### src/rtl/ads8689_spi_frame.sv
// SPI frame engine for the ADS8689: one cs_n-framed mode-0 transfer per trigger,
// MSB first, with the SDO word captured right-justified in the same frame.
module ads8689_spi_frame #(
    parameter int unsigned CLK_DIV  = 4,
    parameter int unsigned CS_SETUP = 2,
    parameter int unsigned CS_HOLD  = 2,
    parameter int unsigned CS_IDLE  = 100
) (
    input  logic        clk_sys,
    input  logic        rst_sys_n,
    input  logic        wr_trig,
    input  logic        rd_trig,
    input  logic [5:0]  rw_len,
    input  logic [31:0] wr_data,
    input  logic        spi_sdo,
    output logic        spi_cs_n,
    output logic        spi_sclk,
    output logic        spi_sdi,
    output logic [31:0] rd_data,
    output logic        rd_vld,
    output logic        frame_done,
    output logic        busy
);

    localparam int unsigned CNT_W  = 11;
    localparam int unsigned LEN_W  = 6;
    localparam int unsigned DATA_W = 32;

    typedef enum logic [2:0] {IDLE, SETUP, SHIFT, HOLD, GAP} state_t;

    state_t              state_q, state_d;
    logic [CNT_W-1:0]    cnt_q, cnt_d;
    logic [LEN_W-1:0]    bit_q, bit_d;
    logic [LEN_W-1:0]    len_q, len_d;
    logic                is_rd_q, is_rd_d;
    logic [DATA_W-1:0]   tx_q, tx_d;
    logic [DATA_W-1:0]   rx_q, rx_d;
    logic                cs_n_q, cs_n_d;
    logic                sclk_q, sclk_d;
    logic                sdi_q, sdi_d;
    logic [DATA_W-1:0]   rd_data_q, rd_data_d;
    logic                rd_vld_q, rd_vld_d;
    logic                done_q, done_d;
    logic                busy_q, busy_d;
    logic                last_bit_c;

    // Phase counters restart at 1 on each transition, so "cnt == X" marks X cycles elapsed
    assign last_bit_c = (bit_q == len_q - LEN_W'(1));

    always_comb begin
        state_d   = state_q;
        cnt_d     = cnt_q + CNT_W'(1);
        bit_d     = bit_q;
        len_d     = len_q;
        is_rd_d   = is_rd_q;
        tx_d      = tx_q;
        rx_d      = rx_q;
        cs_n_d    = cs_n_q;
        sclk_d    = sclk_q;
        sdi_d     = sdi_q;
        rd_data_d = rd_data_q;
        rd_vld_d  = 1'b0;
        done_d    = 1'b0;
        busy_d    = busy_q;

        case (state_q)
            IDLE: begin
                cnt_d = '0;
                if (wr_trig || rd_trig) begin
                    state_d = SETUP;
                    cnt_d   = CNT_W'(1);
                    bit_d   = '0;
                    len_d   = (rw_len == '0 || rw_len > LEN_W'(DATA_W)) ? LEN_W'(DATA_W) : rw_len;
                    is_rd_d = rd_trig;
                    tx_d    = wr_data;
                    rx_d    = '0;
                    cs_n_d  = 1'b0;
                    sdi_d   = wr_data[DATA_W-1];
                    busy_d  = 1'b1;
                end
            end
            SETUP: begin
                if (cnt_q == CNT_W'(CS_SETUP)) begin
                    state_d = SHIFT;
                    cnt_d   = CNT_W'(1);
                    sclk_d  = 1'b1;
                    rx_d    = {rx_q[DATA_W-2:0], spi_sdo};
                end
            end
            SHIFT: begin
                if (cnt_q == CNT_W'(CLK_DIV)) begin
                    sclk_d = 1'b0;
                    if (last_bit_c) begin
                        sdi_d = 1'b0;
                    end else begin
                        sdi_d = tx_q[DATA_W-2];
                        tx_d  = {tx_q[DATA_W-2:0], 1'b0};
                    end
                end else if (cnt_q == CNT_W'(2 * CLK_DIV)) begin
                    cnt_d = CNT_W'(1);
                    if (last_bit_c) begin
                        state_d = HOLD;
                    end else begin
                        sclk_d = 1'b1;
                        rx_d   = {rx_q[DATA_W-2:0], spi_sdo};
                        bit_d  = bit_q + LEN_W'(1);
                    end
                end
            end
            HOLD: begin
                if (cnt_q == CNT_W'(CS_HOLD)) begin
                    state_d   = GAP;
                    cnt_d     = CNT_W'(1);
                    cs_n_d    = 1'b1;
                    rd_data_d = rx_q;
                    done_d    = 1'b1;
                    rd_vld_d  = is_rd_q;
                end
            end
            GAP: begin
                if (cnt_q == CNT_W'(CS_IDLE)) begin
                    state_d = IDLE;
                    cnt_d   = '0;
                    busy_d  = 1'b0;
                end
            end
            default: begin
                state_d = IDLE;
                cnt_d   = '0;
            end
        endcase
    end

    always_ff @(posedge clk_sys or negedge rst_sys_n) begin
        if (!rst_sys_n) begin
            state_q   <= IDLE;
            cnt_q     <= '0;
            bit_q     <= '0;
            len_q     <= '0;
            is_rd_q   <= 1'b0;
            tx_q      <= '0;
            rx_q      <= '0;
            cs_n_q    <= 1'b1;
            sclk_q    <= 1'b0;
            sdi_q     <= 1'b0;
            rd_data_q <= '0;
            rd_vld_q  <= 1'b0;
            done_q    <= 1'b0;
            busy_q    <= 1'b0;
        end else begin
            state_q   <= state_d;
            cnt_q     <= cnt_d;
            bit_q     <= bit_d;
            len_q     <= len_d;
            is_rd_q   <= is_rd_d;
            tx_q      <= tx_d;
            rx_q      <= rx_d;
            cs_n_q    <= cs_n_d;
            sclk_q    <= sclk_d;
            sdi_q     <= sdi_d;
            rd_data_q <= rd_data_d;
            rd_vld_q  <= rd_vld_d;
            done_q    <= done_d;
            busy_q    <= busy_d;
        end
    end

    assign spi_cs_n   = cs_n_q;
    assign spi_sclk   = sclk_q;
    assign spi_sdi    = sdi_q;
    assign rd_data    = rd_data_q;
    assign rd_vld     = rd_vld_q;
    assign frame_done = done_q;
    assign busy       = busy_q;

endmodule

### config.mk
export PLATFORM = sky130hd
export DESIGN_NAME = ads8689_spi_frame
export DESIGN_NICKNAME = d
export VERILOG_FILES = /design/src/rtl/ads8689_spi_frame.sv
export SDC_FILE = /design/constraint.sdc
export NUM_CORES = 1
export LEC_CHECK = 0
export CELL_PAD_IN_SITES_DETAIL_PLACEMENT = 1
export CELL_PAD_IN_SITES_GLOBAL_PLACEMENT = 1
export CORE_MARGIN = 2
export CORE_UTILIZATION = 35
export DETAILED_ROUTE_END_ITERATION = 7
export GPL_ROUTABILITY_DRIVEN = 0
export PLACE_DENSITY_LB_ADDON = 0.1
export SYNTH_ARGS = -nofsm -noshare
export SYNTH_HDL_FRONTEND = slang
export SYNTH_SLANG_ARGS = --single-unit
### constraint.sdc
create_clock -name clk_sys -period 2.3 [get_ports clk_sys]
set_clock_uncertainty 0.05 [all_clocks]
set_input_delay 0.575 -clock clk_sys [delete_from_list [all_inputs] [get_ports clk_sys]]
set_output_delay 0.575 -clock clk_sys [all_outputs]
set_load 0.01 [all_outputs]
Yosys cells after proc, flatten, opt, wreduce, memory -nomap -nowiden
Cells that the tools add are included.
{"block": "word_totals", "ff_bits": 128, "out_inout_bits": 38, "wordCells": 106}
{"block": "op_classes", "addsub": 3, "order_cmp": 1, "eq_ne": 20, "muxes": 48, "reduce_logical": 20}
{"op": "$mux W32", "n": 5}
{"op": "$pmux W32 S3", "n": 1}
{"op": "$mux W31", "n": 3}
{"op": "$pmux W31 S2", "n": 1}
{"op": "$mux W11", "n": 4}
{"op": "$pmux W11 S4", "n": 1}
{"op": "$mux W6", "n": 5}
{"op": "$mux W3", "n": 7}
{"op": "$ne A2 B2 Y1 const B", "n": 9}
{"op": "$mux W1", "n": 15}
{"op": "$pmux W3 S5", "n": 1}
{"op": "$pmux W6 S2", "n": 1}
{"op": "$add A11 B1 Y11 const B", "n": 1}
{"op": "$eq A11 B2 Y1 const B", "n": 1}
{"op": "$eq A11 B3 Y1 const B", "n": 1}
{"op": "$eq A11 B4 Y1 const B", "n": 1}
{"op": "$eq A11 B7 Y1 const B", "n": 1}
{"op": "$reduce_and A3 Y1", "n": 3}
{"op": "$pmux W1 S2", "n": 4}
{"op": "$reduce_and A4 Y1", "n": 2}
{"op": "$reduce_bool A2 Y1", "n": 4}
{"op": "$reduce_and A7 Y1", "n": 1}
{"op": "$add A6 B1 Y6 const B", "n": 1}
{"op": "$eq A3 B2 Y1 const B", "n": 2}
{"op": "other kinds (14)", "n": 17}

Logic depth before layout (Yosys ltp)
Gate-level depths: netlist of run 1.
{"block": "logic_depth", "ltp_word": 6, "depth_mapped": 10, "ltp_nobuf": 8}

Worst setup path before layout of run 1
OpenSTA, ideal clock, no wires.
{"block": "synth_path", "path_type": "register to register", "startpoint": "reg len_q[0]", "endpoint": "reg rx_q[23]", "setup_time_ns": 0.125, "arrival_ns": 2.218, "slack_ns": -0.093, "path_stages_with_launch": 11, "synth_period_minus_slack_ns": 2.393, "cell_sequence": "dfrtp_1 -> inv_1 -> ha_1 -> xor2_1 -> nand2_1 -> nor4b_2 -> and3_1 -> buf_6 -> nand3b_4 -> buf_8 -> mux2_4"}
{"block": "synth_between", "elab_chain_cells": 4}
{"item": "start, declared", "line_no": "34", "source": "logic [LEN_W-1:0] len_q, len_d;"}
{"item": "start signal, assigned", "line_no": "154", "source": "len_q <= len_d;"}
{"item": "$sub A6 B1 Y6", "line_no": "48", "source": "assign last_bit_c = (bit_q == len_q - LEN_W'(1));"}
{"item": "$eq A6 B6 Y1", "line_no": "48"}
{"item": "$ne A2 B2 Y1 (no line)"}
{"item": "$reduce_and A6 Y1 (no line)"}
{"item": "end signal, assigned", "line_no": "157", "source": "rx_q <= rx_d;"}
{"item": "end, declared", "line_no": "37", "source": "logic [DATA_W-1:0] rx_q, rx_d;"}
Every way passes these cells.
A chain may end at the register's enable or synchronous reset.

Worst setup path in the final report of run 1
{"block": "layout_path", "startpoint": "reg cnt_q[0]", "endpoint": "reg tx_q[19]"}
{"block": "layout_between", "elab_chain_cells": 3}
{"item": "start, declared", "line_no": "32", "source": "logic [CNT_W-1:0] cnt_q, cnt_d;"}
{"item": "start signal, assigned", "line_no": "152", "source": "cnt_q <= cnt_d;"}
{"item": "$eq A11 B3 Y1", "line_no": "91", "source": "if (cnt_q == CNT_W'(CLK_DIV)) begin"}
{"item": "$ne A2 B2 Y1 (no line)"}
{"item": "$reduce_and A4 Y1 (no line)"}
{"item": "end signal, assigned", "line_no": "156", "source": "tx_q <= tx_d;"}
{"item": "end, declared", "line_no": "36", "source": "logic [DATA_W-1:0] tx_q, tx_d;"}
Every way passes these cells.

==> results of run 1 <==
[registers in the layout (all words and copies together) (netlist names)]
register and count:
frame_done 1, rd_vld 1, len_q 6, tx_q 31
spi_cs_n 1, spi_sdi 1, rx_q 32, spi_sclk 1
is_rd_q 1, state_q 3, cnt_q 11, busy 1
rd_data 32, bit_q 6
[path summary, 6_finish.rpt]
check                                    to  slack, ns  cells after the start
max in group asynchronous          bit_q[2]       1.43                      2
min in group clk_sys            rd_data[17]       0.42                      2
worst max register to register     tx_q[19]      -0.10                     11
worst max-delay path               tx_q[19]      -0.10                     11
worst min-delay path             rd_data[4]       0.11                      1
worst min register to register  rd_data[17]       0.42                      2
[where the power goes]
group	switching (W)	leakage, nW	internal, W
clock	0.00103	0.306	0.00184
sequential	0.00000279	1.58	0.00226
combinational	0.0000734	1.84	0.0000849
total	0.00110	3.73	0.00418
[synthesized netlist by cell type (5+ instances only)]
cell / n
sky130_fd_sc_hd__and2_1: 7
sky130_fd_sc_hd__and3_1: 8
sky130_fd_sc_hd__o21ai_0: 33
sky130_fd_sc_hd__nor3_1: 22
sky130_fd_sc_hd__nand3_1: 10
sky130_fd_sc_hd__nor2_1: 24
sky130_fd_sc_hd__clkbuf_1: 18
sky130_fd_sc_hd__or3_1: 6
sky130_fd_sc_hd__buf_2: 5
sky130_fd_sc_hd__dfrtp_1: 127
sky130_fd_sc_hd__a21oi_1: 8
sky130_fd_sc_hd__nor2b_1: 26
sky130_fd_sc_hd__inv_1: 21
sky130_fd_sc_hd__mux2i_1: 16
sky130_fd_sc_hd__a221o_1: 30
sky130_fd_sc_hd__ha_1: 5
sky130_fd_sc_hd__nand3b_1: 6
sky130_fd_sc_hd__mux2_4: 14
sky130_fd_sc_hd__xor2_1: 7
sky130_fd_sc_hd__nand2_1: 101
sky130_fd_sc_hd__xnor2_1: 9
[metal layers]
metal,vias to the layer above,wire length (um),global-route usage
met5,-,0,0
met1,2299,7530,0.245
met4,0,184,0.0621
met3,14,455,0.0384
met2,69,7930,0.300
li1,2158,-,-
[repair_timing]
item / 4_1_cts / 5_1_grt
setup endpoints to repair: 40 / 96
pin swaps: 0 / 14
hold buffers: 0 / 0
gates resized for setup: 9 / 52
cloned: 0 / 7
buffers inserted: 0 / 12
[cell families (layout without fill, tap and decap cells)]
logic type	count (synthesis)	after routing
flops	128	128
compound gates	89	89
fa+ha+maj	5	5
xor+xnor	16	16
simple gates	227	229
mux	32	32
buf+inv	51	191
[layout make-up]
class | instances | area share
sequential | 128 | 0.391
clock buffer | 18 | 0.0536
tap | 220 | 0.0336
multi-input combinational | 371 | 0.320
inverter | 21 | 0.00962
clock inverter | 14 | 0.0227
timing repair buffer | 138 | 0.169
[metrics by stage]
step | hold WS (ns) | instance area (um2) | utilization | total power (W) | setup slack (ns)
after floorplan | 0.229 | 5850 | - | 0.00231 | -0.0431
after global placement | 0.403 | 7140 | 0.433 | 0.00246 | -0.222
after detailed placement | 0.416 | 7140 | 0.433 | 0.00246 | -0.257
after CTS | 0.120 | 7800 | 0.474 | 0.00536 | -0.0532
after global routing | 0.134 | 8200 | 0.498 | 0.00547 | -0.185
final | 0.107 | 8200 | 0.498 | 0.00528 | -0.102
==> out/results.md, run 1 <==
Yosys
* **synth top area cells** sky130_fd_sc_hd__dfrtp_1, sky130_fd_sc_hd__nand2_1, sky130_fd_sc_hd__a221o_1
* **ys flop type** sky130_fd_sc_hd__dfrtp_1
* **Netlist Area Pre-Place** 5840 um2
* **area share of the largest cell type after synthesis** 0.544
* **post-synthesis adder-cell area fraction** 0.0107
* **Cells after Synth** 548
* **post-synthesis area per instance** 10.7 um2
* **compound-gate portion of the synthesized area** 0.114
* **share of synthesized cell area in and, or, nand and nor gates** 0.193
* **number of flops mapped to enable cells by yosys** 0
* **number of synthesis warnings** 0
* **Synth async-reset ratio** 1.00
* **post-synthesis cell type with the largest combined area** sky130_fd_sc_hd__dfrtp_1
* **proportion of synthesized area in mux cells** 0.0673
* **sequential element share of the synthesized area** 0.549
* **count of unique library cells instantiated by Yosys** 48
* **syn nets** 596
* **largest family of logic cells by synthesized area** simple AND/OR/NAND/NOR gates
* **flip-flop and latch count after synthesis** 128
* **xor/xnor cell area share of the yosys netlist** 0.0240

Drt
* **number of violations reported at the end of detailed-routing iteration 0** 156
* **number of iterations in the first detailed-routing pass** 4
* **residual antenna-violating net count after detailed routing** 0
* **per-cell routed wire length** 17.7 um
* **overall routed net length** 16.1 mm
* **DRC** 0
* **via count normalized by instance count** 4.99
* **overall via count from detail_route** 4540

Worst setup path
* **cell-by-cell trace of the critical path** inv_2 -> ha_4 -> nor4b_4 -> buf_4 -> and4b_2 -> a31oi_4 -> a31oi_2 -> buf_6 -> clkbuf_16 -> nor2b_1 -> a221o_1
* **crit path DAT** 2.65 ns
* **Slowest Stage Delay on Critical Path** 0.39 ns
* **Setup crit start kind** register
* **crit path buf inv count** 4
* **slowest stage cell, crit path** sky130_fd_sc_hd__dfrtp_1
* **largest fanout of any net on the critical path** 6
* **cell family with most CP delay** buffers and inverters
* **Critical Path Source** cnt_q[0]
* **worst r2r src** cnt_q[0]
* **required arrival time at the worst endpoint** 2.55 ns
* **endpoint kind of the worst setup timing path** register
* **category of the most critical setup path** reg2reg

Layout
* **commonest non-fill, non-tap cells in the layout** sky130_fd_sc_hd__dfrtp_1, sky130_fd_sc_hd__nand2_1, sky130_fd_sc_hd__clkdlybuf4s50_1
* **post-route insts no fill** 910
* **growth of design area from synthesis to finish** 40.4%
* **number of filler instances in the final layout** 1759
* **Sequential Area** 3210 um2
* **Antenna diodes** 0
* **fin nets** 725
* **share of layout cells above drive strength 1** 0.222
* **most frequent standard cell in the layout excluding fill and tap cells** sky130_fd_sc_hd__dfrtp_1
* **multi-input gate area in the final layout** 2620 um2

Clock tree
* **CTS tree** yes
* **Clock transition at path regs** 0.06 ns
* **Clk Tree Root Cell** sky130_fd_sc_hd__clkbuf_16
* **clock buffers created by TritonCTS** 17
* **clock sinks** 128
* **worst-skew pair later-pin latency** 0.42 ns
* **maximum root-to-sink buffer count** 2
* **H-tree levels** 4

Place
* **Cells after DPL** 861
* **count of input and output buffers** 80
* **DPL Wire Length** 10.5 mm

Pwr
* **leak pwr** 3.73 nW
* **largest voltage drop on the vdd net** 0.000498 V
* **power density cells** 645 nW/um2

STA
* **Highest Clock Rate** 416 MHz
* **Worst Max-Slew Pin Slew** 0.701 ns
* **count of final setup violators** 47
* **sum of negative setup slack** -2.46 ns
* **number of max-slew violations in the final report** 0
* **setup slack after layout** -0.102 ns
* **Final Hold Violating Endpoints** 0
* **shortest clock period the worst path allows after layout** 2.40 ns
* **period utilisation layout** 1.04
* **RSZ-0062 raised after global routing** yes
* **headroom to the max-slew limit** 0.532

Floorplanning
* **Die Y-Extent** 133 um
* **die area** 17700 um2
* **Row Count** 47
* **area of the placeable core** 16500 um2
* **Top Ports** 81
* **x dimension of the die** 133 um
* **initial cell density of the core** 0.355

Flow run
* **number of max-cap violations** 0

Outcome
* **failing checks** setup timing
* **outcome** finished, violations left

Hold path
* **type of the tightest min-delay check** in2async

Global route
* **initial antenna violation count** 0
* **wire length of the first global-routing pass** 25.7 mm
* **maximum number of pins on one net before global-route repair** 51
* **via count of the first global-routing pass** 4866
* **GRT Residual Overflow** 0
* **All-Layer GR Usage** 0.184

Note: power is estimated with default switching activity, not from simulation.
==> run 2, diff against run 1 <==
--- a/config.mk
+++ b/config.mk
@@ -5,6 +5,8 @@
 export SDC_FILE = /design/constraint.sdc
 export NUM_CORES = 1
 export LEC_CHECK = 0
+export ABC_AREA = 0
+export CAP_MARGIN = 20
 export CELL_PAD_IN_SITES_DETAIL_PLACEMENT = 1
 export CELL_PAD_IN_SITES_GLOBAL_PLACEMENT = 1
 export CORE_MARGIN = 2
@@ -12,6 +14,7 @@
 export DETAILED_ROUTE_END_ITERATION = 7
 export GPL_ROUTABILITY_DRIVEN = 0
 export PLACE_DENSITY_LB_ADDON = 0.1
+export SKIP_LAST_GASP = 1
 export SYNTH_ARGS = -nofsm -noshare
 export SYNTH_HDL_FRONTEND = slang
 export SYNTH_SLANG_ARGS = --single-unit
==> out/results.md, run 2 (synthesis gave the netlist of run 1 again) <==
Clock tree
* **Clk Tree Root Cell** sky130_fd_sc_hd__clkbuf_16
* **Clock transition at path regs** 0.06 ns, about the same
* **CTS tree** yes
* **maximum root-to-sink buffer count** 2, unchanged
* **hold buffers post-CTS** 0, unchanged
* **clock buffers created by TritonCTS** 17, unchanged
* **worst-skew pair later-pin latency** 0.42 ns, about the same
* **clock sinks** 128, unchanged
* **H-tree levels** 4, unchanged

Layout
* **commonest non-fill, non-tap cells in the layout** sky130_fd_sc_hd__dfrtp_1, sky130_fd_sc_hd__nand2_1, sky130_fd_sc_hd__clkdlybuf4s50_1
* **growth of design area from synthesis to finish** 39.1%
* **fin nets** 726, +0.14%
* **Antenna diodes** 0, unchanged
* **most frequent standard cell in the layout excluding fill and tap cells** sky130_fd_sc_hd__dfrtp_1
* **share of layout cells above drive strength 1** 0.210, -0.0119

Global route
* **initial antenna violation count** 0, unchanged
* **via count of the first global-routing pass** 4858, -0.16%
* **GRT Residual Overflow** 0, unchanged
* **wire length of the first global-routing pass** 25.7 mm, -0.14%
* **maximum number of pins on one net before global-route repair** 51, unchanged
* **All-Layer GR Usage** 0.184, about the same

Worst setup path
* **endpoint kind of the worst setup timing path** register
* **Slowest Stage Delay on Critical Path** 0.39 ns, about the same
* **slowest stage cell, crit path** sky130_fd_sc_hd__dfrtp_1
* **largest fanout of any net on the critical path** 11, +5
* **category of the most critical setup path** reg2reg
* **cell family with most CP delay** simple AND/OR/NAND/NOR gates
* **destination of the worst register-to-register timing path** rx_q[11]
* **crit path buf inv count** 2, -2
* **required arrival time at the worst endpoint** 2.55 ns, about the same
* **worst-case register-to-register setup slack** -0.10 ns, about the same
* **Setup crit start kind** register
* **worst r2r src** cnt_q[0]
* **cell-by-cell trace of the critical path** inv_2 -> ha_4 -> nor4b_4 -> nand2_2 -> or2_1 -> a221oi_2 -> nand3b_4 -> clkbuf_16 -> mux2_4
* **path depth of the worst reg2reg path** 9, -2
* **crit path DAT** 2.65 ns, about the same

Floorplanning
* **area of the placeable core** 16500 um2, unchanged
* **die area** 17700 um2, unchanged
* **Row Count** 47, unchanged
* **initial cell density of the core** 0.355, unchanged
* **Top Ports** 81, unchanged
* **x dimension of the die** 133 um, unchanged
* **Die Y-Extent** 133 um, unchanged

STA
* **Final Hold Violating Endpoints** 0, unchanged
* **period utilisation layout** 1.05, about the same
* **number of max-slew violations in the final report** 0, unchanged
* **count of final setup violators** 58, +23%
* **setup slack after layout** -0.104 ns, -0.00206 ns
* **hold slack final** 0.0895 ns, -0.0171 ns
* **shortest clock period the worst path allows after layout** 2.40 ns, +0.00206 ns
* **RSZ-0062 raised after global routing** yes
* **sum of negative setup slack** -4.00 ns, -1.54 ns
* **Worst Max-Slew Pin Slew** 0.653 ns, -0.0475 ns
* **Highest Clock Rate** 416 MHz, about the same
* **headroom to the max-slew limit** 0.563, +0.0305

Drt
* **overall via count from detail_route** 4571, +0.68%
* **number of iterations in the first detailed-routing pass** 5, +1
* **via count normalized by instance count** 5.02, +0.57%
* **DRC** 0, unchanged
* **number of violations reported at the end of detailed-routing iteration 0** 170, +9.0%
* **per-cell routed wire length** 17.6 um, -0.21%
* **residual antenna-violating net count after detailed routing** 0, unchanged
* **overall routed net length** 16.1 mm, about the same

Pwr
* **power density cells** 652 nW/um2, +1.1%
* **leak pwr** 3.73 nW, -0.11%
* **largest voltage drop on the vdd net** 0.000493 V, -0.96%

Place
* **count of input and output buffers** 80, unchanged
* **DPL Wire Length** 10.5 mm, unchanged

Outcome
* **failing checks** setup timing
* **outcome** finished, violations left

Hold path
* **type of the tightest min-delay check** in2async

Flow run
* **number of max-cap violations** 0, unchanged

[run 2: report_power, final]
group	leakage (nW)	internal [W]	switching, W
registers	1.58	0.00226	0.00000271
clock network	0.306	0.00184	0.00104
logic	1.84	0.0000844	0.0000721
total	3.73	0.00418	0.00111
[run 2: layout make-up]
type,count,area [um2]
fill,1759,8340
sequential,128,3210
multi-input combinational,370,2530
timing repair buffer,140,1410
clock buffer,18,439
tap,220,275
clock inverter,14,186
inverter,21,78.8
[run 2: worst max-delay path by stage]
| stage | start | to | cells after the start |
|---|---|---|---|
| floorplan | len_q[0] | rx_q[23] | 10 |
| global placement | rd_trig | rx_q[15] | 7 |
| detailed placement | rd_trig | rx_q[2] | 9 |
| CTS | len_q[0] | rx_q[4] | 10 |
| global route | cnt_q[0] | rx_q[11] | 9 |
| finish | cnt_q[0] | rx_q[11] | 9 |
[run 2: per-stage QoR]
step                      utilization  cells  power, W  setup slack, ns  area [um2]
after floorplan                     -    548   0.00231          -0.0431        5850
after global placement          0.433    861   0.00246           -0.222        7140
after detailed placement        0.433    861   0.00246           -0.257        7140
after CTS                       0.473    893   0.00536          -0.0916        7780
after global routing            0.493    911   0.00547           -0.210        8120
final                           0.493    911   0.00530           -0.104        8120
[run 2: what timing repair did]
action | 4_1_cts | 5_1_grt
setup endpoints to repair | 40 | 99
setup buffers | 0 | 13
gates resized for setup | 3 | 39
pin swaps | 0 | 17
cloned | 0 | 6
[run 2: per-layer routing]
| layer | track usage | wire length, um | share of wire |
|---|---|---|---|
| met1 | 0.245 | 7490 | 0.47 |
| met3 | 0.0384 | 475 | 0.030 |
| met4 | 0.0621 | 169 | 0.011 |
| met2 | 0.300 | 7940 | 0.49 |
| met5 | 0 | 0 | 0 |
